`src/rtl/vga_timing_generator.sv`:
```
// VGA raster timing: divides clk to a pixel-enable strobe and walks the
// (x, y) raster. Sync/active decodes are registered alongside the coordinates.
module vga_timing_generator #(
   parameter int   H_ACTIVE = 640,
   parameter int   H_FP     = 16,
   parameter int   H_SYNC   = 96,
   parameter int   H_BP     = 48,
   parameter int   V_ACTIVE = 480,
   parameter int   V_FP     = 10,
   parameter int   V_SYNC   = 2,
   parameter int   V_BP     = 33,
   parameter int   CLK_DIV  = 2,
   parameter logic SYNC_POL = 1'b0
) (
   input  logic        clk,
   input  logic        rst,
   output logic        pix_en,
   output logic [9:0]  x,
   output logic [9:0]  y,
   output logic        hsync,
   output logic        vsync,
   output logic        active,
   output logic        line_start,
   output logic        frame_start,
   output logic [15:0] frame_count
);

   localparam int H_TOTAL = H_ACTIVE + H_FP + H_SYNC + H_BP;
   localparam int V_TOTAL = V_ACTIVE + V_FP + V_SYNC + V_BP;
   localparam int DIV_W   = (CLK_DIV > 1) ? $clog2(CLK_DIV) : 1;

   localparam logic [DIV_W-1:0] DIV_LAST = DIV_W'(CLK_DIV - 1);
   localparam logic [9:0] X_LAST   = 10'(H_TOTAL - 1);
   localparam logic [9:0] Y_LAST   = 10'(V_TOTAL - 1);
   localparam logic [9:0] X_ACT    = 10'(H_ACTIVE);
   localparam logic [9:0] Y_ACT    = 10'(V_ACTIVE);
   localparam logic [9:0] HS_START = 10'(H_ACTIVE + H_FP);
   localparam logic [9:0] HS_END   = 10'(H_ACTIVE + H_FP + H_SYNC);
   localparam logic [9:0] VS_START = 10'(V_ACTIVE + V_FP);
   localparam logic [9:0] VS_END   = 10'(V_ACTIVE + V_FP + V_SYNC);

   logic [DIV_W-1:0] div_cnt;
   logic [DIV_W-1:0] div_next;
   logic [9:0]       x_next;
   logic [9:0]       y_next;
   logic             wrap_x;
   logic             wrap_y;
   logic             hs_next;
   logic             vs_next;
   logic             act_next;

   // Decodes look at the next coordinates so they land in the same cycle as x/y.
   always_comb begin
      div_next = (div_cnt == DIV_LAST) ? '0 : div_cnt + 1'b1;
      wrap_x   = pix_en && (x == X_LAST);
      wrap_y   = wrap_x && (y == Y_LAST);
      x_next   = x;
      y_next   = y;
      if (pix_en) begin
         if (wrap_x) begin
            x_next = '0;
            y_next = wrap_y ? '0 : y + 10'd1;
         end else begin
            x_next = x + 10'd1;
         end
      end
      hs_next  = (x_next >= HS_START) && (x_next < HS_END);
      vs_next  = (y_next >= VS_START) && (y_next < VS_END);
      act_next = (x_next < X_ACT) && (y_next < Y_ACT);
   end

   always_ff @(posedge clk) begin
      if (rst) begin
         div_cnt     <= '0;
         pix_en      <= 1'b0;
         x           <= '0;
         y           <= '0;
         active      <= 1'b1;
         hsync       <= ~SYNC_POL;
         vsync       <= ~SYNC_POL;
         line_start  <= 1'b0;
         frame_start <= 1'b0;
         frame_count <= '0;
      end else begin
         div_cnt     <= div_next;
         pix_en      <= (div_next == DIV_LAST);
         x           <= x_next;
         y           <= y_next;
         active      <= act_next;
         hsync       <= hs_next ? SYNC_POL : ~SYNC_POL;
         vsync       <= vs_next ? SYNC_POL : ~SYNC_POL;
         line_start  <= wrap_x;
         frame_start <= wrap_y;
         if (wrap_y) begin
            frame_count <= frame_count + 16'd1;
         end
      end
   end

endmodule
```
`config.mk`:
```
export PLATFORM = sky130hd
export DESIGN_NAME = vga_timing_generator
export DESIGN_NICKNAME = d
export VERILOG_FILES = /design/src/rtl/vga_timing_generator.sv
export SDC_FILE = /design/constraint.sdc
export NUM_CORES = 1
export LEC_CHECK = 0
export ABC_AREA = 1
export CAP_MARGIN = 20
export CORE_MARGIN = 5
export CORE_UTILIZATION = 60
export DETAILED_ROUTE_END_ITERATION = 6
export DONT_BUFFER_PORTS = 1
export PLACE_DENSITY = 0.76
export SLEW_MARGIN = 20
export SYNTH_ARGS = -nofsm -noshare
export SYNTH_HDL_FRONTEND = slang
export SYNTH_SLANG_ARGS = --single-unit
```
`constraint.sdc`:
```
create_clock -name clk -period 3.7 [get_ports clk]
set_input_delay 0.74 -clock clk [delete_from_list [all_inputs] [get_ports clk]]
set_output_delay 0.74 -clock clk [all_outputs]
set_load 0.005 [all_outputs]
```
# Yosys cells after proc, flatten, opt, wreduce, memory -nomap -nowiden
# Cells that the tools add are included.
[word_totals] mem_bits_ro=0 latch_bits=0 n_memories=0 mem_bits_rw=0 reg_bits=42 out_inout_bits=42 word_cells=34
[op_classes] mux=7 mul=0 div_mod_pow=0 add_sub_neg=4 n_reduce_logical=6 magnitude_cmp=6 shifts=0 bitwise=0 n_eq_ne=2
[op_table] operator="$mux 10" n=5
[op_table] operator="$add 10x1->10 const B" n=2
[op_table] operator="$eq 10x10->1 const B" n=2
[op_table] operator="$lt 10x10->1 const B" n=2
[op_table] operator="$lt 10x9->1 const B" n=2
[op_table] operator="$add 16x1->16 const B" n=1
[op_table] operator="$ge 10x10->1 const B" n=1
[op_table] operator="$ge 10x9->1 const B" n=1
[op_table] operator="$logic_and 1x1->1" n=5
[op_table] operator="$mux 1" n=2
[op_table] operator="$reduce_or 2->1" n=1
[op_table] operator="$add 1x1->1 const B" n=1

# Logic depth before layout (Yosys ltp)
[depth] ltp_word=9 mapped_depth=13 mapped_depth_nobuf=13

# Least setup slack after synthesis
# Ideal clock, no wire load.
[synth_timing] kind="register to register" from="reg x[0]" to="reg vsync" path_buffers=1 setup_ns=0.126 path_slack_ns=2.011 path_stages_with_launch=14 synth_period_minus_slack_ns=1.689 arrival_time_ns=1.563 path_cell_list="dfxtp_1 > ha_1 > nand2_1 > nor2_4 > inv_2 > nor2_4 > buf_6 > nand2_2 > nand2_2 > nand2_2 > nor2_2 > nand2_1 > nor2_2 > nand3_1"
[synth_via] elab_chain_len=9 word_cells_on_any_way=10 cone_classes="order compare (2); eq/ne (1); mux (4); reduce/logical (3)"
[synth_lines] item="start, declared" line_no="18" source="output logic [9:0] x,"
[synth_lines] item="start signal, assigned" line_no="87" source="x <= x_next;"
[synth_lines] item="$eq 10x10->1 *" line_no="55" source="wrap_x = pix_en && (x == X_LAST);"
[synth_lines] item="$logic_and 1x1->1 *" line_no="55"
[synth_lines] item="$logic_and 1x1->1" line_no="56" source="wrap_y = wrap_x && (y == Y_LAST);"
[synth_lines] item="$mux 10" line_no="62" source="y_next = wrap_y ? '0 : y + 10'd1;"
[synth_lines] item="$mux 10 *" line_no="60" source="if (wrap_x) begin"
[synth_lines] item="$mux 10 *" line_no="59" source="if (pix_en) begin"
[synth_lines] item="$ge 10x9->1 / $lt 10x9->1 (equally long branches)" line_no="68" source="vs_next = (y_next >= VS_START) && (y_next < VS_END);"
[synth_lines] item="$logic_and 1x1->1 *" line_no="68"
[synth_lines] item="$mux 1 *" line_no="91" source="vsync <= vs_next ? SYNC_POL : ~SYNC_POL;"
[synth_lines] item="end signal, assigned" line_no="80" source="vsync <= ~SYNC_POL;"
[synth_lines] item="end signal, assigned" line_no="91"
[synth_lines] item="end, declared" line_no="21" source="output logic vsync,"
# Mark *: on every way between the ends. The rest lies on a longest branch, timed or not.
# A chain may end at the register's enable or synchronous reset.

# Worst setup path in the final report
[layout_timing] from="reg x[0]" to="reg frame_count[6]"
[layout_via] elab_chain_len=3
[layout_lines] item="$eq 10x10->1" line_no="55"
[layout_lines] item="$logic_and 1x1->1" line_no="55"
[layout_lines] item="$logic_and 1x1->1" line_no="56"
[layout_lines] item="end signal, assigned" line_no="95" source="frame_count <= frame_count + 16'd1;"
[layout_lines] item="end, declared" line_no="25" source="output logic [15:0] frame_count"
# No other way between the ends.

==> flow_summary.yaml <==
critical_path:
  path_class: "reg2reg"
  critPathLaunchType: "register"
  crit_start: "x[0]"
  r2r-start: "x[0]"
  arrival_ns: 2.51
  worst_path_max_delay_cell: "nor2_1"
  critPathTopFamily: "simple AND/OR/NAND/NOR gates"
  cp-end-kind: "register"
  cp.required_ns: 3.89
  worstPathCellList: "ha_1, inv_1, nor2_1, nand3_1, nor2_1, clkinv_1, nand2_1, a21oi_1"
  slowest_delay_ns: 0.57
  critPathBufInv: 2
  cp_max_fo: 11
  critPathMostFrequentCell: "nor2_1"
logic_synthesis:
  synth_area_sq_um: 2260
  syn-mean-instance-area_sq_um: 6.64
  ys_seq_area_frac: 0.371
  ys_warn_count: 0
  synth-seq-cells: 42
  syn_nets: 347
  yosysUniqueCellTypes: 27
  synthCells: 341
detailed_routing:
  vias: 2109
  wl_met1_um: 2190
  post_drt_wl_per_cell_um: 12.9
  ant_nets: 0
  met3WireLength_um: 420
  firstDrtPassIters: 4
  route.detailed.drc: 0
  wl_met2_um: 2390
  finalWirelength_um: 5060
  via_per_inst: 5.39
  drt_iter0_drc: 145
  dr.max_layer_used: "met4"
status:
  status: "completed"
clock_network:
  worstSkewPairLatency_ns: 0.30
  cts_sinks: 42
  htreeDepth: 2
  numCtsBuffers: 5
  cts_tree: "done"
  hold_buffers: 0
  cts_setup_buffers: 0
  ctsResizeCount: 0
  root_buffer: "clkbuf_8"
  path_clk_slew_ns: 0.08
  clockBufferDepth: 2
die:
  rows: 22
  core_area_sq_um: 3660
  dieArea_sq_um: 5100
  dieWidth_um: 71.4
  ios: 44
  start_util: 0.619
  die_y_um: 71.4
hold_path:
  hp-class: "in2reg"
  holdCritStartpoint: "rst"
timing:
  finalSetupTns_ns: 0
  min_period_ns: 2.31
  setup_viol: 0
  hold_violations: 0
  fmax_ghz: 0.432
  period_share: 0.625
  max-slew-margin-rel: 0.549
  tightest_slew_ns: 0.674
  grt_setup_unrepaired: "false"
  final.setup_skew_ns: 0.00988
  drv_slew: 0
layout:
  nFillCells: 334
  area_growth_pct: 5.30
  seq_area_sq_um: 841
  antennaDiodeCount: 0
  nets: 348
  multi_input_area_sq_um: 1230
  layout-drive-gt1-share: 0.0612
  design_area_sq_um: 2380
power_and_ir_drop:
  p_leak_nw: 0.925
  p_sw_mw: 0.170
  total_power_mw: 0.778
  intPower_mw: 0.608
  irDropWorstVdd_v: 0.000316
  p_seq_frac: 0.591
  swShare: 0.218
  p_comb_frac: 0.013
  pwr-share-clk: 0.396
  power_density_nw_per_um2: 326
placement:
  dpl_cell_area_sq_um: 2290
  dp_hpwl_um: 3910
  portBuffers: 0
  globalplace.congestion: 0.902
global_route:
  grt_pass1_vias: 1889
  grt_overflow_total: 0
  grt_pass1_wl_um: 8630
  grt_use_total: 0.208
  grt_max_degree: 26
  grt_antenna_before_repair: 0
run:
  cap_violations: 0
==> per-stage QoR <==
step | util | hold slack [ns] | std cells | setup WS, ns
floorplan | - | 0.474 | 341 | 2.01
global placement | 0.625 | 0.502 | 383 | 1.49
detailed placement | 0.625 | 0.508 | 383 | 1.37
CTS | 0.651 | 0.489 | 391 | 1.37
global route | 0.651 | 0.481 | 391 | 1.06
finish | 0.651 | 0.503 | 391 | 1.39
==> flip-flops by register name, summed over array words and instances (netlist names) <==
name,count
active,1
div_cnt,1
frame_count,16
frame_start,1
hsync,1
line_start,1
vsync,1
x,10
y,10
==> metal layers <==
layer / global-route usage / vias up
li1: - / 1085
met1: 0.254 / 952
met2: 0.349 / 65
met3: 0.0659 / 7
met4: 0.0647 / 0
met5: 0 / -
==> cells by family after synthesis <==
kind of cell	synth area share
DFF	0.371
adders and majority gates	0.0221
buffers and inverters	0.0851
xor gates and xnor gates	0.0696
and+or+nand+nor	0.390
AOI/OAI and AO/OA	0.0619
==> final timing paths <==
path	endpoint	slack, ns	cells past startpoint
max	frame_count[6]	1.39	8
min reg2reg	frame_count[15]	0.51	2
min	div_cnt	0.50	1
max reg2reg	frame_count[6]	1.39	8
==> cells in the final DEF (no fill, tap or decap), types with 6 or more instances in the layout <==
master     n
a21oi_1   19
clkbuf_8   6
dfxtp_1   42
inv_1     39
nand2_1   87
nand3_1   22
nand4_1   10
nor2_1    52
nor3_1    16
o21ai_0    6
xnor2_1    7
xor2_1    11
==> synthesized netlist by cell type, drive strengths merged <==
master	n	area [sq um]
a211oi	1	7.51
a21oi	19	95.1
and2	1	6.26
buf	3	23.8
xor2	11	96.3
nor3	17	90.1
nand2	92	358
a21o	1	7.51
nand3	22	110
nand3b	1	7.51
dfxtp	42	841
o21ai	6	30.0
and3	1	6.26
xnor2	7	61.3
nand4	10	62.6
ha	4	50.1
clkinv	2	7.51
clkbuf	3	11.3
inv	40	150
nor2	58	243
==> layout make-up <==
| cell class | count | share of cell area |
|---|---|---|
| clock inverters | 2 | 0.00525 |
| flip-flops and latches | 42 | 0.353 |
| clock buffers | 6 | 0.0346 |
| well taps | 48 | 0.0252 |
| multi-input cells | 251 | 0.516 |
| inverters | 42 | 0.0661 |
==> power groups by stage <==
stage | combinational (mW) | sequential (mW) | clock [mW]
after floorplan | 0.0143 | 0.468 | 0
after global placement | 0.0102 | 0.471 | 0
after detailed placement | 0.0102 | 0.471 | 0
after CTS | 0.0103 | 0.460 | 0.317
after global routing | 0.0119 | 0.460 | 0.340
final | 0.0102 | 0.460 | 0.308
Power figures use the tool's default switching activity.
